$ cat config.mk
export PLATFORM = sky130hd
export DESIGN_NAME = mole_game_ctrl
export DESIGN_NICKNAME = d
export VERILOG_FILES = /design/src/rtl/mole_game_pkg.sv /design/src/rtl/mole_game_ctrl_debounce.sv /design/src/rtl/mole_game_ctrl.sv
export SDC_FILE = /design/constraint.sdc
export NUM_CORES = 1
export LEC_CHECK = 0
export CORE_ASPECT_RATIO = 1.75
export CORE_MARGIN = 8
export CORE_UTILIZATION = 61
export DETAILED_ROUTE_END_ITERATION = 8
export PLACE_DENSITY = 0.8
export REMOVE_ABC_BUFFERS = 1
export SYNTH_ARGS = -nofsm -noshare
export SYNTH_HDL_FRONTEND = slang
export SYNTH_SLANG_ARGS = --single-unit
$ cat constraint.sdc
create_clock -name clock -period 7.9 [get_ports clock]
set_input_delay 1.58 -clock clock [delete_from_list [all_inputs] [get_ports clock]]
set_output_delay 1.58 -clock clock [all_outputs]
set_load 0.01 [all_outputs]
$ cat src/rtl/mole_game_pkg.sv
// Shared types and constants for the whack-a-mole game controller.
package mole_game_pkg;

   typedef enum logic [1:0] {
      ST_IDLE = 2'd0,
      ST_RUN  = 2'd1,
      ST_OVER = 2'd2
   } game_state_t;

   localparam int NUM_POS = 5;

   // Mole cell codes, also used as indices into the press vector
   localparam logic [2:0] POS_UP     = 3'd0;
   localparam logic [2:0] POS_LEFT   = 3'd1;
   localparam logic [2:0] POS_MIDDLE = 3'd2;
   localparam logic [2:0] POS_RIGHT  = 3'd3;
   localparam logic [2:0] POS_DOWN   = 3'd4;

   localparam int BTN_UP     = 0;
   localparam int BTN_LEFT   = 1;
   localparam int BTN_MIDDLE = 2;
   localparam int BTN_RIGHT  = 3;
   localparam int BTN_DOWN   = 4;

   // Feedback taps 8,6,5,4 (bits 7,5,4,3)
   localparam logic [7:0] LFSR_TAPS = 8'hB8;

   // Two BCD digits of a 0..99 value
   function automatic logic [7:0] to_bcd(input logic [6:0] v);
      logic [3:0] tens;
      logic [3:0] ones;
      tens = 4'(v / 7'd10);
      ones = 4'(v % 7'd10);
      return {tens, ones};
   endfunction

   // Candidate mole cell from the LFSR state
   function automatic logic [2:0] mod5(input logic [7:0] v);
      return 3'(v % 8'd5);
   endfunction

endpackage

$ cat src/rtl/mole_game_ctrl_debounce.sv
// Per-button synchroniser, stable-level filter and rising-edge press pulse.
module btn_debounce #(
   parameter int DEBOUNCE_CYCLES = 1_000_000
) (
   input  logic clock,
   input  logic rst,
   input  logic raw,
   output logic press
);

   localparam int CNT_W = $clog2(DEBOUNCE_CYCLES + 1);
   localparam logic [CNT_W-1:0] LAST = CNT_W'(DEBOUNCE_CYCLES - 1);

   logic             sync1;
   logic             sync2;
   logic             level;
   logic [CNT_W-1:0] cnt;

   // Synchronise, count equal samples against the accepted level, pulse on accepted rise
   always_ff @(posedge clock) begin
      if (rst) begin
         sync1 <= 1'b0;
         sync2 <= 1'b0;
         level <= 1'b0;
         cnt   <= '0;
         press <= 1'b0;
      end else begin
         sync1 <= raw;
         sync2 <= sync1;
         press <= 1'b0;
         if (sync2 == level) begin
            cnt <= '0;
         end else if (cnt == LAST) begin
            level <= sync2;
            cnt   <= '0;
            press <= sync2;
         end else begin
            cnt <= cnt + 1'b1;
         end
      end
   end

endmodule

$ cat src/rtl/mole_game_ctrl.sv
// Game logic: debounced buttons, IDLE/RUN/OVER FSM, mole picker, hit judge, score/timer and BCD.
module mole_game_ctrl
   import mole_game_pkg::*;
#(
   parameter int         DEBOUNCE_CYCLES    = 1_000_000,
   parameter int         MOLE_PERIOD_CYCLES = 100_000_000,
   parameter int         GAME_SECONDS       = 30,
   parameter int         SCORE_MAX          = 99,
   parameter logic [7:0] LFSR_SEED          = 8'hA5
) (
   input  logic       clock,
   input  logic       rst,
   input  logic       btn_up,
   input  logic       btn_left,
   input  logic       btn_middle,
   input  logic       btn_right,
   input  logic       btn_down,
   output logic [2:0] mole_pos,
   output logic       mole_valid,
   output logic       mole_hit,
   output logic [1:0] game_state,
   output logic [6:0] score,
   output logic [5:0] time_left,
   output logic [7:0] score_bcd,
   output logic [7:0] time_bcd
);

   localparam int PER_W = (MOLE_PERIOD_CYCLES > 1) ? $clog2(MOLE_PERIOD_CYCLES) : 1;
   localparam logic [PER_W-1:0] PER_LAST  = PER_W'(MOLE_PERIOD_CYCLES - 1);
   localparam logic [6:0]       SCORE_TOP = 7'(SCORE_MAX);
   localparam logic [5:0]       TIME_INIT = 6'(GAME_SECONDS);

   game_state_t          state;
   logic [NUM_POS-1:0]   raw;
   logic [NUM_POS-1:0]   press;
   logic [7:0]           lfsr;
   logic [PER_W-1:0]     tick_cnt;
   logic                 tick;
   logic [2:0]           cand;
   logic [2:0]           next_mole;
   logic                 hit;
   logic [6:0]           score_inc;

   assign raw[BTN_UP]     = btn_up;
   assign raw[BTN_LEFT]   = btn_left;
   assign raw[BTN_MIDDLE] = btn_middle;
   assign raw[BTN_RIGHT]  = btn_right;
   assign raw[BTN_DOWN]   = btn_down;

   for (genvar i = 0; i < NUM_POS; i++) begin : g_btn
      btn_debounce #(
         .DEBOUNCE_CYCLES(DEBOUNCE_CYCLES)
      ) u_deb (
         .clock(clock),
         .rst  (rst),
         .raw  (raw[i]),
         .press(press[i])
      );
   end

   assign game_state = state;

   // Tick, next-mole choice (never repeats the current cell) and hit decision
   always_comb begin
      tick      = (tick_cnt == PER_LAST);
      cand      = mod5(lfsr);
      next_mole = cand;
      if (cand == mole_pos) begin
         next_mole = (cand == POS_DOWN) ? POS_UP : cand + 3'd1;
      end
      hit       = $onehot(press) && press[mole_pos] && !mole_hit;
      score_inc = (score >= SCORE_TOP) ? SCORE_TOP : score + 7'd1;
   end

   // Free-running LFSR, advances in every state
   always_ff @(posedge clock) begin
      if (rst) begin
         lfsr <= LFSR_SEED;
      end else begin
         lfsr <= {lfsr[6:0], ^(lfsr & LFSR_TAPS)};
      end
   end

   // Game FSM with tick counter, mole, score and countdown
   always_ff @(posedge clock) begin
      if (rst) begin
         state      <= ST_IDLE;
         tick_cnt   <= '0;
         mole_pos   <= POS_UP;
         mole_valid <= 1'b0;
         mole_hit   <= 1'b0;
         score      <= '0;
         time_left  <= TIME_INIT;
      end else begin
         case (state)
            ST_IDLE: begin
               tick_cnt <= '0;
               if (|press) begin
                  state      <= ST_RUN;
                  time_left  <= TIME_INIT;
                  score      <= '0;
                  mole_valid <= 1'b1;
                  mole_hit   <= 1'b0;
                  mole_pos   <= next_mole;
               end
            end
            ST_RUN: begin
               // Judge against the mole shown before any tick on this cycle
               if (hit) begin
                  score    <= score_inc;
                  mole_hit <= 1'b1;
               end
               if (tick) begin
                  tick_cnt <= '0;
                  mole_pos <= next_mole;
                  mole_hit <= 1'b0;
                  if (time_left != '0) begin
                     time_left <= time_left - 6'd1;
                  end
                  if (time_left <= 6'd1) begin
                     state      <= ST_OVER;
                     mole_valid <= 1'b0;
                  end
               end else begin
                  tick_cnt <= tick_cnt + 1'b1;
               end
            end
            ST_OVER: begin
               tick_cnt <= '0;
            end
            default: begin
               state <= ST_IDLE;
            end
         endcase
      end
   end

   // Display digits, one cycle behind the binary values
   always_ff @(posedge clock) begin
      if (rst) begin
         score_bcd <= 8'h00;
         time_bcd  <= to_bcd(7'(GAME_SECONDS));
      end else begin
         score_bcd <= to_bcd(score);
         time_bcd  <= to_bcd({1'b0, time_left});
      end
   end

endmodule

==> metrics.csv, run 1 <==
stage,metric,value,unit
sta,timing.final.crit_share,0.895,
synthesis,seq_area_frac_synth,0.388,
sta,fin_tns_setup,0,ns
setup_path,regToRegEndpoint,mole_pos[1],
setup_path,critPathMostFrequentCell,ha_1,
setup_path,crit_fanout,12,
route,via_count,8273,
power,power_density,198,mW/mm^2
power,finalPower,2.14,mW
setup_path,crit_buf_inv,0,
global_routing,antenna_found_initial,0,
worst_hold_path,hp-class,reg2reg,
power,p_clk_frac,0.386,
setup_path,crit_family,compound AO/OA/AOI/OAI gates,
clock_network,holdBufCountCts,0,
power,p_leak,3.80,nW
route,wl,20900,um
sta,finalSetupViolCount,0,
cells_and_area,instances_no_fill,1400,
cells_and_area,nets,1231,
synthesis,netlist-cell-type-count,88,
power,irDropWorstVdd,126,uV
worst_hold_path,holdPathStages,1,
clock_network,post_cts.repair.setup_buffers,0,
clock_network,cts_buffers,17,
setup_path,arrival,7.38,ns
floorplanning,floorplan.initialDensity,0.620,
synthesis,yosys_warnings,0,
route,routedWlPerCell,14.9,um
floorplanning,fp.dieW,112,um
placed_design,pre_cts_slack,0.912,ns
synthesis,yosysTopAreaCell,dfxtp_1,
synthesis,syn_inst,1185,
clock_network,cts_tree,done,
sta,fmax,0.141,GHz
clock_network,cts_max_path_buffers,2,
setup_path,cp_cell_sequence,ha_1 > or4b_4 > o32a_4 > a21o_4 > mux2i_4 > nor2_1 > o211ai_1 > o21ai_0 > ha_1 > maj3_1 > a221oi_2 > nor3b_2 > and2_1 > xnor2_1 > ha_1 > nor2b_1 > nor2_1 > nor4_1 > o31ai_4 > o311ai_4 > xor2_2 > o21ai_2 > a221o_1,
sta,drv_slew,0,
setup_path,worstReg2RegStart,lfsr[5],
placed_design,port_buffers,41,
cells_and_area,diodes,0,
sta,rsz0062_at_grt,false,
route,vias_per_cell,5.91,
route,drt_iter0_drc,480,
synthesis,synth_ff_type,dfxtp_1,
synthesis,synth_edf_count,0,
setup_path,rrSetupSlack,0.83,ns
setup_path,critPathKind,reg2reg,
clock_network,cts.sinks,190,
worst_hold_path,worst_hold_startpoint,g_btn[3].u_deb.sync1,
clock_network,clkTransAtPathRegs,0.08,ns
power,sw_frac_of_total,0.291,
flow_run,maxCapViolations,0,
setup_path,worstSetupStartpointType,flop,
synthesis,syn_area,0.00979,mm^2
route,ant_nets,0,
power,switchingPower,624,uW
setup_path,cp_data_required_time,8.21,ns
sta,final.setup.worst_slack,0.829,ns
synthesis,synth_seq_cells,190,
synthesis,synth_area_leaders,"dfxtp_1 39%, nor2_1 8.0%, xnor2_1 5.0%",
power,p_seq_frac,0.464,
sta,finalHoldViolCount,0,
synthesis,ys_async_sr_fraction,0,
route,drtPass1Iterations,5,
cells_and_area,fill_cells,1348,
power,internal_power,1.52,mW
floorplanning,rows,61,
worst_hold_path,whs_endpoint,g_btn[3].u_deb.sync2,
sta,slew_headroom,0.434,
placed_design,dp_hpwl,15000,um
clock_network,h-tree-depth,4,
setup_path,cpPeakStageDelay,0.58,ns
clock_network,insertion_delay,0.43,ns
synthesis,syn_avg_cell_area,8.26,um^2
global_routing,grt_pass1_vias,8051,
floorplanning,dieArea,0.0205,mm^2
floorplanning,io_pins,43,
sta,final.setup_skew,0.0186,ns
placed_design,place_congestion,0.865,
sta,hold-worst-slack,0.444,ns
run_status,status,finished clean,
setup_path,cpMaxStageDelayCell,dfxtp_1,
route,route.detailed.drc,0,
floorplanning,core,0.0158,mm^2
setup_path,endpoint_kind,flop,
global_routing,grt_usage,0.204,
placed_design,dpl.cell_count,1369,
clock_network,cts-root-buf,clkbuf_16,
global_routing,grt-ovfl-total,0,
floorplanning,die_y,184,um
global_routing,grt_max_degree,51,
synthesis,netlist.area_leader.share,0.388,
sta,period_needed,7.07,ns
sta,worstMarginPinSlew,0.845,ns
cells_and_area,drive_gt1_frac,0.0619,
power,combPwrFrac,0.150,
setup_path,r2r_cells,23,
clock_network,cts_resized,0,
global_routing,grt_pass1_wl,35500,um
cells_and_area,syn_to_final_growth,10.7,%
-- state kept, by name, summed over array words and instances, names as in the netlist, 6 cells and up --
name and cells:
g_btn.u_deb.cnt 100, lfsr 8, score 7, score_bcd 8
tick_cnt 27, time_bcd 7, time_left 6
-- stage by stage --
| stage | area (um^2) | utilization |
|---|---|---|
| floorplan | 9600 | - |
| global placement | 10300 | 0.650 |
| detailed placement | 10300 | 0.650 |
| CTS | 10800 | 0.686 |
| global route | 10800 | 0.686 |
| finish | 10800 | 0.686 |
-- final cells by class --
cell class              instances  area, um^2  share of cell area
flip-flops and latches        190        3800               0.351
multi-input cells             908        5650               0.522
clock buffers                  17         425              0.0392
repair buffers                 43         423              0.0390
clock inverters                14         151              0.0140
inverters                      39         146              0.0135
well taps                     189         236              0.0218
-- synthesized netlist by cell type, drive strengths merged (18+ instances only) --
library cell and number:
a21oi 62, xnor2 56, nor2b 24, nand2b 18
nand2 81, ha 23, nand4 20, and3 50
nor3 20, xor2 50, dfxtp 190, clkbuf 40
nor2 209, o21ai 47, inv 39, nand3 59
-- how the worst max path moves through the flow --
stage,startpoint,endpoint,slack (ns),depth (start not counted)
CTS,lfsr[5],mole_pos[1],0.87,23
detailed placement,lfsr[5],mole_pos[1],0.91,23
finish,lfsr[5],mole_pos[1],0.83,23
global placement,lfsr[5],mole_pos[1],1.01,23
floorplan,lfsr[5],mole_pos[1],1.62,23
global route,lfsr[4],mole_pos[1],0.38,24
-- per-layer routing --
| layer | part of all wire | routed length [um] | track usage |
|---|---|---|---|
| met4 | 0.029 | 602 | 0.0941 |
| met5 | 0 | 0 | 0 |
| met3 | 0.029 | 609 | 0.0405 |
| met1 | 0.40 | 8350 | 0.201 |
| met2 | 0.54 | 11300 | 0.397 |
-- layout by cell type, fill, tap and decap left out, drive strengths merged, types with 46 or more instances in the layout --
| cell type | Yosys | layout |
|---|---|---|
| nor2 | 209 | 209 |
| dfxtp | 190 | 190 |
| nand2 | 81 | 81 |
| a21oi | 62 | 62 |
| nand3 | 59 | 59 |
| xnor2 | 56 | 56 |
| xor2 | 50 | 50 |
| and3 | 50 | 50 |
| o21ai | 47 | 47 |
| inv | 39 | 46 |
-- power groups by stage --
stage / clock (mW) / combinational (mW) / sequential, mW
2_1_floorplan: 0 / 0.245 / 1.01
3_3_place_gp: 0 / 0.314 / 1.02
3_5_place_dp: 0 / 0.317 / 1.02
4_1_cts: 0.841 / 0.319 / 0.993
5_1_grt: 0.882 / 0.350 / 0.997
6_report: 0.828 / 0.322 / 0.994
-- cells by family after synthesis --
group | share of synthesized area
flops | 0.388
simple gates | 0.283
buf+inv | 0.0342
xor+xnor | 0.0979
fa+ha+maj | 0.0345
other cells | 0.000383
compound gates | 0.144
mux | 0.0181
Power figures use the tool's default switching activity.
==> run 2: changes to the inputs <==
CELL_PAD_IN_SITES_DETAIL_PLACEMENT = 1   (was not set)
CELL_PAD_IN_SITES_GLOBAL_PLACEMENT = 2   (was not set)
CORE_UTILIZATION = 37   (was 61)
PLACE_DENSITY = 0.79   (was 0.8)
==> metrics.csv, run 2 (synthesized netlist as in run 1, its figures left out) <==
stage,metric,value,unit,change
route,drt_iter0_drc,239,,was 480
setup_path,critPathKind,reg2reg,,unchanged
setup_path,worstReg2RegStart,lfsr[4],,was lfsr[5]
clock_network,cts.sinks,190,,unchanged
setup_path,r2r_cells,24,,was 23
setup_path,regToRegEndpoint,mole_pos[1],,unchanged
floorplanning,io_pins,43,,unchanged
floorplanning,floorplan.initialDensity,0.372,,was 0.620
placed_design,dpl.cell_count,1505,,"was 1,369"
global_routing,grt_max_degree,57,,was 51
setup_path,rrSetupSlack,0.66,ns,was 0.83 ns
clock_network,cts_buffers,17,,unchanged
clock_network,cts_tree,done,,unchanged
cells_and_area,instances_no_fill,1535,,"was 1,400"
run_status,status,finished clean,,unchanged
setup_path,critPathMostFrequentCell,ha_1,,unchanged
sta,period_needed,7.24,ns,was 7.07 ns
sta,hold-worst-slack,0.443,ns,was 0.444 ns
sta,finalSetupViolCount,0,,unchanged
setup_path,cp_cell_sequence,inv_1 > ha_1 > or4b_4 > o32a_4 > a21o_4 > mux2i_4 > nor2_1 > o211ai_1 > o21ai_0 > ha_1 > maj3_1 > a221oi_2 > nor3b_2 > and2_1 > xnor2_1 > ha_1 > nor2b_1 > nor2_1 > nor4_1 > o31ai_4 > o311ai_4 > xor2_2 > o21ai_2 > a221o_1,,was ha_1 > or4b_4 > o32a_4 > a21o_4 > mux2i_4 > nor2_1 > o211ai_1 > o21ai_0 > ha_1 > maj3_1 > a221oi_2 > nor3b_2 > and2_1 > xnor2_1 > ha_1 > nor2b_1 > nor2_1 > nor4_1 > o31ai_4 > o311ai_4 > xor2_2 > o21ai_2 > a221o_1
global_routing,grtUsageMet2,0.300,,was 0.397
power,irDropWorstVdd,178,uV,was 126 uV
power,finalPower,2.18,mW,was 2.14 mW
setup_path,endpoint_kind,flop,,unchanged
power,p_leak,3.80,nW,about the same
cells_and_area,diodes,0,,unchanged
sta,finalHoldViolCount,0,,unchanged
route,wl,24500,um,"was 20,900 um"
sta,slew_headroom,0.438,,was 0.434
clock_network,clkTransAtPathRegs,0.06,ns,was 0.08 ns
sta,worstMarginPinSlew,0.840,ns,was 0.845 ns
worst_hold_path,hp-class,reg2reg,,unchanged
route,drtPass1Iterations,4,,was 5
setup_path,cpMaxStageDelayCell,or4b_4,,was dfxtp_1
floorplanning,die_y,231,um,was 184 um
worst_hold_path,whs_endpoint,g_btn[1].u_deb.sync2,,was g_btn[3].u_deb.sync2
placed_design,port_buffers,41,,unchanged
cells_and_area,largestRegisters,"g_btn.u_deb.cnt x100, tick_cnt x27",,unchanged
cells_and_area,final_common_cell,nor2_1,,unchanged
route,vias_per_cell,5.45,,was 5.91
placed_design,place_congestion,0.868,,was 0.865
cells_and_area,final_cell_mix,"208 x nor2_1, 190 x dfxtp_1, 81 x nand2_1",,unchanged
setup_path,worstSetupStartpointType,flop,,unchanged
sta,rsz0062_at_grt,false,,unchanged
setup_path,crit_fanout,14,,was 12
placed_design,dp_hpwl,17800,um,"was 15,000 um"
placed_design,pre_cts_slack,0.747,ns,was 0.912 ns
global_routing,grt_pass1_wl,41600,um,"was 35,500 um"
floorplanning,core,0.0263,mm^2,was 0.0158 mm^2
worst_hold_path,worst_hold_startpoint,g_btn[1].u_deb.sync1,,was g_btn[3].u_deb.sync1
power,power_density,198,mW/mm^2,about the same
setup_path,cpPeakStageDelay,0.48,ns,was 0.58 ns
setup_path,crit_family,compound AO/OA/AOI/OAI gates,,unchanged
global_routing,met3_usage,0.0297,,was 0.0405
floorplanning,rows,79,,was 61
sta,fin_tns_setup,0,ns,unchanged
global_routing,busiest_layer,met2,,unchanged
sta,final.setup.worst_slack,0.655,ns,was 0.829 ns
global_routing,antenna_found_initial,0,,unchanged
global_routing,grt_pass1_vias,8688,,"was 8,051"
setup_path,cp_data_required_time,8.23,ns,was 8.21 ns
route,via_count,8359,,"was 8,273"
global_routing,grt_util_met1,0.157,,was 0.201
setup_path,crit_buf_inv,1,,was 0
cells_and_area,drive_gt1_frac,0.0578,,was 0.0619
clock_network,holdBufCountCts,0,,unchanged
clock_network,cts-root-buf,clkbuf_16,,unchanged
floorplanning,dieArea,0.0321,mm^2,was 0.0205 mm^2
clock_network,post_cts.repair.setup_buffers,0,,unchanged
sta,drv_slew,0,,unchanged
cells_and_area,largest_reg_flops,100,,unchanged
worst_hold_path,holdPathStages,1,,unchanged
global_routing,grt_usage,0.156,,was 0.204
floorplanning,fp.dieW,139,um,was 112 um
setup_path,arrival,7.58,ns,was 7.38 ns
sta,timing.final.crit_share,0.917,,was 0.895
clock_network,insertion_delay,0.45,ns,was 0.43 ns
global_routing,grt-ovfl-total,0,,unchanged
clock_network,h-tree-depth,4,,unchanged
route,ant_nets,0,,unchanged
cells_and_area,top_register,g_btn.u_deb.cnt,,unchanged
route,route.detailed.drc,0,,unchanged
flow_run,maxCapViolations,0,,unchanged
cells_and_area,syn_to_final_growth,12.4,%,was 10.7%
sta,final.setup_skew,0.0118,ns,was 0.0186 ns
cells_and_area,nets,1232,,"was 1,231"
sta,fmax,0.138,GHz,was 0.141 GHz
clock_network,cts_max_path_buffers,2,,unchanged
route,routedWlPerCell,16.0,um,was 14.9 um
clock_network,cts_resized,0,,unchanged
## run 2: cell count changes in the layout (fill, tap and decap cells not counted)
cell | before | now
inv_6 | 6 | 0
clkbuf_1 | 0 | 5
clkinv_8 | 4 | 0
clkbuf_8 | 0 | 3
bufinv_16 | 0 | 2
buf_4 | 3 | 4
inv_8 | 1 | 0
## run 2: how the worst max path moves through the flow
stage	from	end	slack (ns)	cells after the start
6_report	lfsr[4]	mole_pos[1]	0.66	24
5_1_grt	lfsr[4]	mole_pos[1]	0.21	24
4_1_cts	lfsr[4]	mole_pos[1]	0.71	24
3_5_place_dp	lfsr[4]	mole_pos[1]	0.75	24
3_3_place_gp	lfsr[4]	mole_pos[1]	0.98	24
2_1_floorplan	lfsr[5]	mole_pos[1]	1.62	23
## run 2: area by class of cell
class                   instances  area, um^2
fillers                      3165       15300
multi-input cells             908        5650
flip-flops and latches        190        3800
clock buffers                  25         485
repair buffers                 44         430
well taps                     324         405
inverters                      39         146
clock inverters                 5        82.6
## run 2: layer usage
| metal | vias up | part of all wire | wire, um |
|---|---|---|---|
| li1 | 4157 | - | - |
| met1 | 4083 | 0.41 | 9940 |
| met2 | 75 | 0.54 | 13300 |
| met3 | 44 | 0.021 | 517 |
| met4 | 0 | 0.032 | 773 |
| met5 | - | 0 | 0 |
## run 2: stage by stage
step	cell area, um^2	util
6_report	11000	0.419
5_1_grt	11000	0.419
4_1_cts	11000	0.419
3_5_place_dp	10400	0.397
3_3_place_gp	10400	0.397
2_1_floorplan	9600	-
## run 2: power breakdown
group          leakage (nW)  total (mW)  internal (mW)  switching, mW
combinational          1.98       0.332          0.131          0.201
clock                 0.277       0.855          0.489          0.367
sequential             1.54       0.995          0.969         0.0266
